`src/rtl/data_pipe_m2s_rr_sched_if.sv`:
```
// Handshake bundle between the round-robin scheduler and its environment:
// the raw upstream valids/readies going in, gating and path select coming out.
interface data_pipe_m2s_rr_sched_if #(
    parameter int unsigned NUM   = 8,
    parameter int unsigned QUOTA = 16
);
    localparam int unsigned NSIZE = $clog2(NUM);
    localparam int unsigned QSIZE = $clog2(QUOTA + 1);

    logic [NUM-1:0]   up_vld;
    logic [NUM-1:0]   up_ready;
    logic             m_vld;
    logic [NUM-1:0]   gate_vld;
    logic [NSIZE-1:0] addr;
    logic             grant_vld;
    logic [QSIZE-1:0] beat_cnt;
    logic             rotate;

    modport master (
        input  up_vld, up_ready, m_vld,
        output gate_vld, addr, grant_vld, beat_cnt, rotate
    );

    modport slave (
        output up_vld, up_ready, m_vld,
        input  gate_vld, addr, grant_vld, beat_cnt, rotate
    );
endinterface

```
`src/rtl/data_pipe_m2s_rr_sched.sv`:
```
// Round-robin scheduler for the multi-slave-to-single-master data pipe: picks a source,
// waits for the interconnect to drain and latch the new path, then grants up to QUOTA beats.
module data_pipe_m2s_rr_sched #(
    parameter int unsigned NUM   = 8,
    parameter int unsigned NSIZE = $clog2(NUM),
    parameter int unsigned QUOTA = 16,
    parameter int unsigned QSIZE = $clog2(QUOTA + 1)
) (
    input  logic                        clock,
    input  logic                        rst_n,
    input  logic                        clk_en,
    data_pipe_m2s_rr_sched_if.master    bus
);

    typedef enum logic [1:0] {StIdle, StDrain, StSettle, StGrant} state_e;

    state_e           state_q, state_d;
    logic [NSIZE-1:0] addr_q, addr_d;
    logic [NSIZE-1:0] last_q, last_d;
    logic [QSIZE-1:0] cnt_q, cnt_d;

    logic [NUM-1:0]   sel;
    logic [NSIZE-1:0] nxt;
    logic [NSIZE-1:0] pick_idx;
    logic             pick_found;
    logic             in_grant;
    logic             fire;
    logic             quota_hit;
    logic             any_other;
    logic             end_grant;

    always_comb begin
        sel         = '0;
        sel[addr_q] = 1'b1;
    end

    // Scan last+1, last+2, ... cyclically; last itself is the final candidate.
    always_comb begin
        nxt        = last_q;
        pick_found = 1'b0;
        pick_idx   = '0;
        for (int unsigned k = 1; k <= NUM; k++) begin
            pick_idx = NSIZE'((32'(last_q) + k) % NUM);
            if (!pick_found && bus.up_vld[pick_idx]) begin
                nxt        = pick_idx;
                pick_found = 1'b1;
            end
        end
    end

    assign in_grant  = (state_q == StGrant);
    assign fire      = in_grant & bus.up_vld[addr_q] & bus.up_ready[addr_q] & clk_en;
    assign quota_hit = fire & (cnt_q == QSIZE'(QUOTA - 1));
    assign any_other = |(bus.up_vld & ~sel);
    // A grant only ends when someone else is waiting; a lone source keeps the path open.
    assign end_grant = in_grant & clk_en & any_other & (quota_hit | ~bus.up_vld[addr_q]);

    always_comb begin
        state_d = state_q;
        addr_d  = addr_q;
        last_d  = last_q;
        cnt_d   = cnt_q;
        if (clk_en) begin
            unique case (state_q)
                StIdle: begin
                    if (|bus.up_vld) begin
                        addr_d  = nxt;
                        state_d = StDrain;
                    end
                end
                StDrain: begin
                    if (!bus.m_vld) state_d = StSettle;
                end
                StSettle: begin
                    state_d = StGrant;
                    cnt_d   = '0;
                    last_d  = addr_q;
                end
                StGrant: begin
                    if (fire) begin
                        if (quota_hit && !any_other) cnt_d = '0;
                        else if (cnt_q != QSIZE'(QUOTA)) cnt_d = cnt_q + QSIZE'(1);
                    end
                    if (end_grant) begin
                        if (|bus.up_vld) begin
                            addr_d  = nxt;
                            state_d = StDrain;
                        end else begin
                            state_d = StIdle;
                        end
                    end
                end
                default: state_d = StIdle;
            endcase
        end
    end

    always_ff @(posedge clock or negedge rst_n) begin
        if (!rst_n) begin
            state_q <= StIdle;
            addr_q  <= '0;
            last_q  <= NSIZE'(NUM - 1);
            cnt_q   <= '0;
        end else begin
            state_q <= state_d;
            addr_q  <= addr_d;
            last_q  <= last_d;
            cnt_q   <= cnt_d;
        end
    end

    always_comb begin
        bus.gate_vld  = in_grant ? sel : '0;
        bus.addr      = addr_q;
        bus.grant_vld = in_grant;
        bus.beat_cnt  = cnt_q;
        bus.rotate    = end_grant;
    end

endmodule

```
`src/flat_wrapper.sv`:
```
// flat-port wrapper written by rule: the top's interface ports become plain ports
module data_pipe_m2s_rr_sched_flat 
#(
    parameter int unsigned NUM   = 8,
    parameter int unsigned NSIZE = $clog2(NUM),
    parameter int unsigned QUOTA = 16,
    parameter int unsigned QSIZE = $clog2(QUOTA + 1)
)
  (clock, rst_n, clk_en, bus_up_vld, bus_up_ready, bus_m_vld, bus_gate_vld, bus_addr, bus_grant_vld, bus_beat_cnt, bus_rotate);
  data_pipe_m2s_rr_sched_if #(.NUM(NUM), .QUOTA(QUOTA)) bus_i ();
  input  logic clock;
  input  logic rst_n;
  input  logic clk_en;
  input wire logic [$bits(bus_i.up_vld)-1:0] bus_up_vld;
  input wire logic [$bits(bus_i.up_ready)-1:0] bus_up_ready;
  input wire logic [$bits(bus_i.m_vld)-1:0] bus_m_vld;
  output wire logic [$bits(bus_i.gate_vld)-1:0] bus_gate_vld;
  output wire logic [$bits(bus_i.addr)-1:0] bus_addr;
  output wire logic [$bits(bus_i.grant_vld)-1:0] bus_grant_vld;
  output wire logic [$bits(bus_i.beat_cnt)-1:0] bus_beat_cnt;
  output wire logic [$bits(bus_i.rotate)-1:0] bus_rotate;
  assign bus_i.up_vld = bus_up_vld;
  assign bus_i.up_ready = bus_up_ready;
  assign bus_i.m_vld = bus_m_vld;
  assign bus_gate_vld = bus_i.gate_vld;
  assign bus_addr = bus_i.addr;
  assign bus_grant_vld = bus_i.grant_vld;
  assign bus_beat_cnt = bus_i.beat_cnt;
  assign bus_rotate = bus_i.rotate;
  data_pipe_m2s_rr_sched #(.NUM(NUM), .NSIZE(NSIZE), .QUOTA(QUOTA), .QSIZE(QSIZE)) u_core (.clock(clock), .rst_n(rst_n), .clk_en(clk_en), .bus(bus_i));
endmodule
```
`config.mk`:
```
export PLATFORM = sky130hd
export DESIGN_NAME = data_pipe_m2s_rr_sched_flat
export DESIGN_NICKNAME = d
export VERILOG_FILES = /design/src/rtl/data_pipe_m2s_rr_sched_if.sv /design/src/rtl/data_pipe_m2s_rr_sched.sv /design/src/flat_wrapper.sv
export SDC_FILE = /design/constraint.sdc
export NUM_CORES = 1
export LEC_CHECK = 0
export ABC_AREA = 1
export ABC_CLOCK_PERIOD_IN_PS = 5900
export BUFFER_PORTS_ARGS = -buffer_cell sky130_fd_sc_hd__buf_2
export CAP_MARGIN = 10
export CELL_PAD_IN_SITES_DETAIL_PLACEMENT = 2
export CELL_PAD_IN_SITES_GLOBAL_PLACEMENT = 2
export CORE_MARGIN = 4
export CORE_UTILIZATION = 32
export CTS_BUF_LIST = sky130_fd_sc_hd__clkbuf_8
export DETAILED_ROUTE_END_ITERATION = 10
export GPL_TIMING_DRIVEN = 0
export PLACE_DENSITY = 0.95
export SLEW_MARGIN = 15
export SYNTH_ARGS = -nofsm -noshare
export SYNTH_HDL_FRONTEND = slang
export SYNTH_SLANG_ARGS = --single-unit
```
`constraint.sdc`:
```
create_clock -name clock -period 5.9 [get_ports clock]
set_clock_uncertainty 0.05 [all_clocks]
set_input_delay 0.885 -clock clock [delete_from_list [all_inputs] [get_ports clock]]
set_output_delay 0.885 -clock clock [all_outputs]
set_load 0.02 [all_outputs]
```
==> qor.csv, run 1 <==
metric;value;unit
ys_top_cells_by_area;nand2_1 (18%), dfrtp_1 (14%), nand3_1 (11%), nor2_1 (8.2%), inv_1 (7.8%);
pwr-share-comb;0.811;
worst_pin_slew;0.753;ns
drv_slew;0;
cts-hold-fix-buffers;0;
drtIter0Drc;56;
synthXorXnorAreaFrac;0.0349;
synthMuxAreaShare;0;
synth-simple-area-share;0.502;
wl_met1;3250;um
final_cell_mix;nand2_1 (86), nand3_1 (39), nor2_1 (39);
drive_gt1_frac;0.208;
power;1.37;mW
start_util;0.340;
cts_inserted_buffers;3;
cts_setup_buffers;0;
cts_resized;0;
post-route-drc-count;0;
wl_met3;151;um
highest_layer;met4;
slew_headroom;0.494;
finalSetupTns;0;ns
leakagePower;1.18;nW
path_class;flop to flop;
gr-total-overflow;0;
fin_nets;368;
synth-compound-area-share;0.0929;
vias_per_cell;5.21;
die_w;82.8;um
switchingPower;0.852;mW
power_frac_seq;0.128;
hp-class;primary input to async pin;
clock-sinks;13;
root_buffer;clkbuf_8;
clock_latency;0.25;ns
met2_length;3670;um
ys_ff_latch;13;
num_io_pins;38;
rsz0062_at_grt;no;
dieHeight;82.8;um
portBuffers;37;
wl_per_cell;17.5;um
ir_drop;201;uV
synth_top_area_cell;nand2_1;
grt_antenna_before_repair;0;
syn_area;1790;sq um
dpl.hpwl;5850;um
p_clk_frac;0.061;
grt_pass1_wl;12400;um
layout_min_cycle_time;3.01;ns
clkSlewWorstSetupHoldPaths;0.07;ns
max_freq;332;MHz
worstSetupStartpointType;flop;
postSynthCellCount;296;
p_per_area;651;nW/um^2
core;5270;sq um
ys_types;39;
num_rows;26;
crit_arrival;3.10;ns
rr_endpoint;u_core.bus.addr[2]$_DFFE_PN0P_;
status;complete, no violations;
synth_top_area_share;0.180;
yosysSeqAreaShare;0.184;
worst_setup_path_end_kind;flop;
synth_top_family_by_area;simple AND/OR/NAND/NOR gates;
path_max_fanout;10;
cts_buffer_depth;2;
swShare;0.620;
cts_tree;yes;
dieArea;6860;sq um
grt_max_degree;14;
timing.rr.start;u_core.last_q[1]$_DFFE_PN1P_;
cap_violations;0;
drtAntennaViolNets;0;
avgSynthCellArea;6.05;sq um
gr-usage-all-layers;0.213;
htree_levels;1;
p_int;0.522;mW
yosys.area_share.adder;0.0698;
synth.net_count;326;
fin_crit_sh;0.511;
ys_warn_count;0;
gp_congestion;0.824;
area_growth;17.7;%
drt-total-wl;7130;um
diodes;0;
finalSetupViolCount;0;
cp.required;5.99;ns
via_count;2122;
grt_pass1_vias;2421;
final_hold_viol_count;0;
r2r_cells;19;
drt_first_pass_iters;4;
reg2reg_slack;2.89;ns
final_common_cell;nand2_1;
## how the worst max path moves through the flow
stage / start / end / slack (ns) / depth (start not counted)
floorplan: clk_en / bus_rotate / 3.39 / 7
global placement: u_core.last_q[1]$_DFFE_PN1P_ / u_core.bus.addr[2]$_DFFE_PN0P_ / 3.06 / 19
detailed placement: u_core.last_q[1]$_DFFE_PN1P_ / u_core.bus.addr[2]$_DFFE_PN0P_ / 2.88 / 19
CTS: u_core.last_q[1]$_DFFE_PN1P_ / u_core.bus.addr[2]$_DFFE_PN0P_ / 2.83 / 19
global route: u_core.last_q[1]$_DFFE_PN1P_ / u_core.bus.addr[2]$_DFFE_PN0P_ / 2.60 / 19
finish: u_core.last_q[1]$_DFFE_PN1P_ / u_core.bus.addr[2]$_DFFE_PN0P_ / 2.89 / 19
## logic make-up after synthesis
family                     after synthesis
buffers and inverters                   49
DFF                                     13
and+or+nand+nor                        191
adders and majority gates               10
xor gates and xnor gates                 5
AOI/OAI and AO/OA                       28
## sequential cells by signal (all words and copies together) (netlist names)
signal	flops
u_core.state_q	2
u_core.bus.beat_cnt	5
u_core.bus.addr	3
u_core.last_q	3
## stage by stage
stage | std cells | hold WS, ns | worst slack, ns | cell area, sq um | util
CTS | 407 | 0.474 | 2.83 | 2110 | 0.400
floorplan | 296 | 0.457 | 3.39 | 1790 | -
global placement | 403 | 0.501 | 3.06 | 2060 | 0.392
detailed placement | 403 | 0.572 | 2.88 | 2060 | 0.392
global route | 407 | 0.481 | 2.60 | 2110 | 0.400
finish | 407 | 0.468 | 2.89 | 2110 | 0.400
## Yosys cell counts, drive strengths merged
cell and count:
a211oi 1, a21boi 1, a21oi 4, a22o 1, a22oi 1, a31oi 2, buf 4, clkinv 2
dfrtp 10, dfstp 3, ha 10, inv 43, nand2 91, nand3 42, nand3b 3, nand4 10
nor2 41, nor3 3, nor4 1, o211ai 1, o21ai 14, o22ai 3, xnor2 2, xor2 3
## per-layer routing
layer | vias up | global-route usage
met3 | 6 | 0.0248
met1 | 1039 | 0.267
met4 | 0 | 0.0282
met5 | - | 0
met2 | 36 | 0.399
li1 | 1041 | -
## critical path: stages, from the launching register on
cell,delay (ns)
dfstp_2,0.57
buf_6,0.18
inv_2,0.10
ha_1,0.42
inv_1,0.24
nand3_1,0.15
nand3_1,0.14
nand2_2,0.11
inv_2,0.11
nand2_4,0.07
nor2_8,0.11
nand3_2,0.14
nor2_1,0.14
nor2_1,0.06
nand2_1,0.06
nand2_1,0.05
nand2_1,0.06
nand2_1,0.05
nand2_1,0.05
nand2_1,0.05
## power groups by stage
stage	clock, mW	sequential [mW]	combinational [mW]
floorplan	0	0.178	0.809
global placement	0	0.171	1.04
global route	0.0886	0.182	1.26
finish	0.0836	0.176	1.11
CTS	0.0856	0.175	1.13
detailed placement	0	0.174	1.12
## cell type report
type / instances / area, sq um
Sequential cell: 13 / 329
Tap cell: 70 / 87.6
Clock buffer: 3 / 41.3
Clock inverter: 1 / 3.75
Buffer: 4 / 38.8
Timing Repair Buffer: 37 / 185
Fill cell: 699 / 3160
Inverter: 45 / 170
Multi-Input combinational cell: 234 / 1250
Power figures use the tool's default switching activity.
==> run 2, diff against run 1 <==
Settings changed: ABC_CLOCK_PERIOD_IN_PS 5900 to 2600, CORE_UTILIZATION 32 to 26, PLACE_DENSITY 0.95 to 0.85.
Clock period 5.9 ns to 2.6 ns, I/O delays scaled along.
==> run 2 against run 1 <==
  * Wire length up 2.3%
  * Sequential power rose by 130%
  * Core utilization down 3.9 points
  * Non-clock buffer count grew 8
  * Register-to-register slack lost 2.8 ns
  * Via count is 2.9% higher
  * Fmax is 19% higher
  * Sequential cell count did not move
  * Critical endpoint is now u_core.bus.addr[1]$_DFFE_PN0P_
  * Highest routed layer unchanged
==> qor.csv, run 2 (synthesis gave the netlist of run 1 again) <==
metric;value;unit;change
gr-usage-all-layers;0.165;;-0.0481
whs;0.506;ns;+0.0383 ns
portBuffers;37;;unchanged
p_clk_frac;0.049;;-0.012
grt_pass1_vias;2324;;-4.0%
drive_gt1_frac;0.278;;+0.0705
status;complete, no violations;;
worst_setup_path_end_kind;flop;;
area_growth;31.6;%;
grt_antenna_before_repair;0;;unchanged
gr-total-overflow;0;;unchanged
reg2reg_slack;0.07;ns;-2.82 ns
power_frac_seq;0.109;;-0.019
diodes;0;;unchanged
largest_reg_flops;5;;unchanged
ir_drop;447;uV;+120%
wl_per_cell;17.3;um;-1.4%
cts_inserted_buffers;3;;unchanged
final_hold_viol_count;0;;unchanged
cap_violations;0;;unchanged
num_rows;29;;+12%
worst_pin_slew;0.821;ns;+0.0682 ns
path_class;flop to flop;;
drt-total-wl;7300;um;+2.3%
crit_arrival;2.61;ns;-0.49 ns
power;3.68;mW;+170%
leakagePower;1.25;nW;+6.1%
drv_slew;0;;unchanged
p_int;1.43;mW;+170%
clock_latency;0.24;ns;about the same
cts_buffer_depth;2;;unchanged
htree_levels;1;;unchanged
pwr-share-comb;0.842;;+0.031
timing.rr.start;u_core.last_q[1]$_DFFE_PN1P_;;
drt_first_pass_iters;4;;unchanged
final_common_cell;nand2_1;;
swShare;0.612;;-0.00842
vias_per_cell;5.18;;-0.74%
core;6530;sq um;+24%
r2r_cells;19;;unchanged
clkSlewWorstSetupHoldPaths;0.06;ns;about the same
num_io_pins;38;;unchanged
via_count;2184;;+2.9%
fin_nets;376;;+2.2%
slew_headroom;0.448;;-0.0459
fin_crit_sh;0.974;;+0.463
max_freq;395;MHz;+19%
start_util;0.274;;-0.0657
dieHeight;91.0;um;+9.9%
die_w;91.0;um;+9.9%
grt_pass1_wl;11300;um;-8.6%
root_buffer;clkbuf_8;;
grt_max_degree;14;;unchanged
path_max_fanout;6;;-4
layout_min_cycle_time;2.53;ns;-0.483 ns
dieArea;8280;sq um;+21%
cts_tree;yes;;
dpl.hpwl;5300;um;-9.4%
cp.required;2.68;ns;-3.31 ns
hp-class;primary input to async pin;;
clock-sinks;13;;unchanged
drtIter0Drc;46;;-18%
rr_endpoint;u_core.bus.addr[1]$_DFFE_PN0P_;;
finalSetupViolCount;0;;unchanged
switchingPower;2.25;mW;+160%
worstSetupStartpointType;flop;;
final_cell_mix;nand2_1 (80), buf_2 (38), nor2_1 (38);;
stdcell_area;2360;sq um;+12%
drtAntennaViolNets;0;;unchanged
post-route-drc-count;0;;unchanged
gp_congestion;0.749;;-9.0%
dpl_cell_area;2070;sq um;+0.42%
p_per_area;1560;nW/um^2;+140%
## run 2: cell types whose count changed in the layout (fill, tap and decap cells not counted), moves of 5 or more
cell	change
nand2_1	-6
nand3_4	+5
nand2_2	+5
nand3_1	-6
buf_4	+7
## run 2: power groups by stage
stage                     clock network [mW]  registers [mW]  logic [mW]
final                                  0.179           0.402        3.10
after global routing                   0.189           0.418        3.43
after CTS                              0.182           0.396        2.64
after detailed placement                   0           0.391        2.50
after global placement                     0           0.390        2.38
after floorplan                            0           0.403        1.84
## run 2: critical path, cell delays in order (launching register included)
cell and delay, ns:
dfstp_2 0.55, buf_8 0.11, inv_8 0.03, ha_4 0.26, inv_6 0.10, nand3_4 0.09
nand3_4 0.10, nand2_4 0.09, inv_4 0.08, nand2_4 0.07, nor2_8 0.15, nand3b_4 0.12
inv_4 0.11, nand3_4 0.11, nand2_2 0.10, inv_1 0.04, nand2_1 0.06, nand2_2 0.06
nand2_2 0.07, nand2_2 0.06
## run 2: cell type report
cell class	count	area [sq um]
plain buffers	4	42.5
clock buffers	3	41.3
clock inverters	1	3.75
fillers	807	4170
inverters	45	189
multi-input cells	234	1410
flip-flops and latches	13	329
well taps	77	96.3
repair buffers	45	248
## run 2: worst max-delay path by stage
stage,startpoint,endpoint,slack [ns],cells after the start
after CTS,u_core.last_q[1]$_DFFE_PN1P_,u_core.bus.addr[2]$_DFFE_PN0P_,0.08,19
after global placement,u_core.last_q[1]$_DFFE_PN1P_,u_core.bus.addr[2]$_DFFE_PN0P_,-0.22,19
after floorplan,u_core.last_q[1]$_DFFE_PN1P_,u_core.bus.addr[2]$_DFFE_PN0P_,0.19,19
after detailed placement,u_core.last_q[1]$_DFFE_PN1P_,u_core.bus.addr[2]$_DFFE_PN0P_,-0.38,19
after global routing,u_core.last_q[1]$_DFFE_PN1P_,u_core.bus.addr[2]$_DFFE_PN0P_,-0.11,19
final,u_core.last_q[1]$_DFFE_PN1P_,u_core.bus.addr[1]$_DFFE_PN0P_,0.07,19
## run 2: per-stage QoR
stage | worst slack, ns | TNS [ns] | utilization | instances
floorplan | 0.193 | 0 | - | 296
global placement | -0.215 | -0.546 | 0.317 | 410
detailed placement | -0.378 | -0.899 | 0.317 | 410
CTS | 0.0779 | 0 | 0.334 | 417
global route | -0.105 | -0.266 | 0.361 | 422
finish | 0.0688 | 0 | 0.361 | 422
## run 2: routing by layer
| metal | vias up | wire [um] | track usage |
|---|---|---|---|
| li1 | 1063 | - | - |
| met1 | 1073 | 3070 | 0.203 |
| met2 | 38 | 3950 | 0.319 |
| met3 | 10 | 171 | 0.0149 |
| met4 | 0 | 108 | 0.0188 |
| met5 | - | 0 | 0 |
## run 2: timing repair
action                                 4_1_cts  5_1_grt
buffers inserted                             2        5
setup endpoints to repair                    3        3
resized for setup                            9       30
pin swaps                                    1       11
endpoints found under the hold margin       10        0
hold buffers                                 1        0
==> run 3, diff against run 2 <==
Settings changed: CELL_PAD_IN_SITES_DETAIL_PLACEMENT 2 to default, CELL_PAD_IN_SITES_GLOBAL_PLACEMENT 2 to default, CORE_UTILIZATION 26 to 52, PLACE_DENSITY 0.85 to 0.88.
==> run 3 against run 2 <==
  * Wire length shrank 34%
  * Clock power rose by 2%
  * Hold slack got worse by 0.018 ns
  * Cell count fell by 7.8%
  * Largest cell class unchanged
  * Via count down 5.0%
  * Non-clock buffer count decreased by 2
  * Worst setup slack better by 0.090 ns
  * Global-route usage increased by 4.9 points
  * Register-to-register slack improved by 0.09 ns
  * Die area down 46%
  * First-iteration DRC count grew to 3.4 times the previous value
  * Sequential power down 3%
  * Critical path type unchanged
  * Largest power group unchanged
==> qor.csv, run 3 (synthesis gave the netlist of run 1 again) <==
metric;value;unit;change
finalSetupTns;0;ns;unchanged
status;complete, no violations;;
cpMostUsedCell;nand2_1;;
portBuffers;37;;unchanged
dp_slack;-0.129;ns;+0.250 ns
max_freq;410;MHz;+3.7%
dieArea;4450;sq um;-46%
htree_levels;1;;unchanged
path_cells;buf_8 > inv_2 > ha_4 > inv_6 > nand3_2 > nand3_2 > nand2_2 > inv_2 > nand2_4 > nor2_8 > nand3b_4 > inv_4 > nand3_4 > nand2_1 > inv_1 > nand2_1 > nand2_1 > nand2_1 > nand2_1;;
root_buffer;clkbuf_8;;
drtAntennaViolNets;0;;unchanged
r2r_cells;19;;unchanged
cts_tree;yes;;
grt_pass1_vias;1795;;-23%
hold_depth;3;;
final_hold_viol_count;0;;unchanged
drt-total-wl;4810;um;-34%
worstSetupStartpointType;flop;;
dpl.hpwl;3690;um;-30%
die_w;66.7;um;-27%
num_io_pins;38;;unchanged
largest_reg_flops;5;;unchanged
post-route-util;0.663;;+0.302
power;3.15;mW;-14%
drtIter0Drc;158;;+240%
power_frac_seq;0.123;;+0.014
fin_crit_sh;0.939;;-0.0346
p_per_area;1430;nW/um^2;-8.7%
cts_inserted_buffers;3;;unchanged
diodes;0;;unchanged
dieHeight;66.7;um;-27%
grt_antenna_before_repair;0;;unchanged
critPathMaxStageDelay;0.55;ns;about the same
vias_per_cell;5.33;;+3.0%
crit_arrival;2.53;ns;-0.08 ns
ir_drop;708;uV;+58%
p_int;1.30;mW;-8.8%
fin_nets;374;;-0.53%
switchingPower;1.85;mW;-18%
num_rows;21;;-28%
post-route-drc-count;0;;unchanged
whs;0.488;ns;-0.0181 ns
gr-usage-all-layers;0.214;;+0.0485
core;3340;sq um;-49%
drv_slew;0;;unchanged
cp_slowest_cell;dfstp_2;;
start_util;0.537;;+0.263
path_max_fanout;7;;+1
final_cell_mix;nand2_1 (84), buf_2 (38), nor2_1 (37);;
grt_max_degree;14;;unchanged
gr-total-overflow;0;;unchanged
clock_latency;0.25;ns;about the same
drt_first_pass_iters;4;;unchanged
via_count;2074;;-5.0%
dpl_cell_area;2030;sq um;-1.9%
drive_gt1_frac;0.259;;-0.0188
gp_congestion;0.906;;+21%
layout_min_cycle_time;2.44;ns;-0.0900 ns
seqCellArea;329;sq um;unchanged
finalSetupViolCount;0;;unchanged
area_growth;23.4;%;
setup_ws;0.159;ns;+0.0900 ns
pwr-share-comb;0.819;;-0.023
slew_headroom;0.545;;+0.0971
worst_pin_slew;0.677;ns;-0.144 ns
swShare;0.587;;-0.0252
wl_per_cell;12.4;um;-29%
hp-class;primary input to flop;;
worst_setup_path_end_kind;flop;;
cts_buffer_depth;2;;unchanged
final_common_cell;nand2_1;;
stdcell_count;389;;-7.8%
leakagePower;1.23;nW;-1.9%
stdcell_area;2210;sq um;-6.2%
clkSlewWorstSetupHoldPaths;0.06;ns;about the same
fillers;308;;-62%
cp.required;2.69;ns;about the same
clock-sinks;13;;unchanged
cap_violations;0;;unchanged
multiInputGateArea;1330;sq um;-5.8%
dp_cells;379;;-7.6%
grt_pass1_wl;7540;um;-33%
p_clk_frac;0.058;;+0.009
path_class;flop to flop;;
## run 3: changes by cell type in the layout (fill, tap and decap cells not counted), moves of 3 or more
| cell | delta |
|---|---|
| nand2_1 | +4 |
| nand3_2 | +4 |
| nand3_4 | -4 |
| inv_2 | +3 |
| nand2_2 | -3 |
## run 3: cell type report
class | count | area share
Clock inverter | 1 | 0.00226
Timing Repair Buffer | 43 | 0.105
Multi-Input combinational cell | 234 | 0.600
Clock buffer | 3 | 0.0187
Sequential cell | 13 | 0.149
Inverter | 45 | 0.0798
Buffer | 4 | 0.0192
Tap cell | 46 | 0.0260
## run 3: worst paths after layout
path	from	end	slack [ns]
worst max-delay path	u_core.last_q[1]$_DFFE_PN1P_	u_core.bus.addr[1]$_DFFE_PN0P_	0.16
worst min-delay path	clk_en	u_core.state_q[1]$_DFFE_PN0P_	0.49
worst max register to register	u_core.last_q[1]$_DFFE_PN1P_	u_core.bus.addr[1]$_DFFE_PN0P_	0.16
worst min register to register	u_core.state_q[0]$_DFFE_PN0P_	u_core.state_q[0]$_DFFE_PN0P_	0.51
max in group asynchronous	rst_n	u_core.last_q[2]$_DFFE_PN1P_	1.70
min in group asynchronous	rst_n	u_core.bus.addr[2]$_DFFE_PN0P_	0.52
## run 3: timing repair
action,CTS,global route
setup endpoints to repair,3,3
hold buffers,1,0
buffers inserted,0,5
endpoints found under the hold margin,10,0
pin swaps,0,1
gates resized for setup,3,17
## run 3: power groups by stage
stage,clock network (mW),logic [mW],registers (mW)
floorplan,0,1.84,0.403
global placement,0,2.27,0.383
detailed placement,0,2.31,0.384
CTS,0.183,2.35,0.383
global route,0.197,2.89,0.401
finish,0.183,2.58,0.389
## run 3: metal layers
metal  track usage  vias up  share of wire  wire length (um)
met5             0        -              0                 0
met4        0.0888        0          0.028               133
met1         0.276      925           0.43              2050
met3        0.0253       14          0.063               302
li1              -     1057              -                 -
met2         0.358       78           0.48              2320
## run 3: worst max-delay path: cells and delay by family, from the launching register on
| kind | cells | cell delay, ns |
|---|---|---|
| buf+inv | 6 | 0.49 |
| flops | 1 | 0.55 |
| fa+ha+maj | 1 | 0.30 |
| simple gates | 12 | 0.94 |
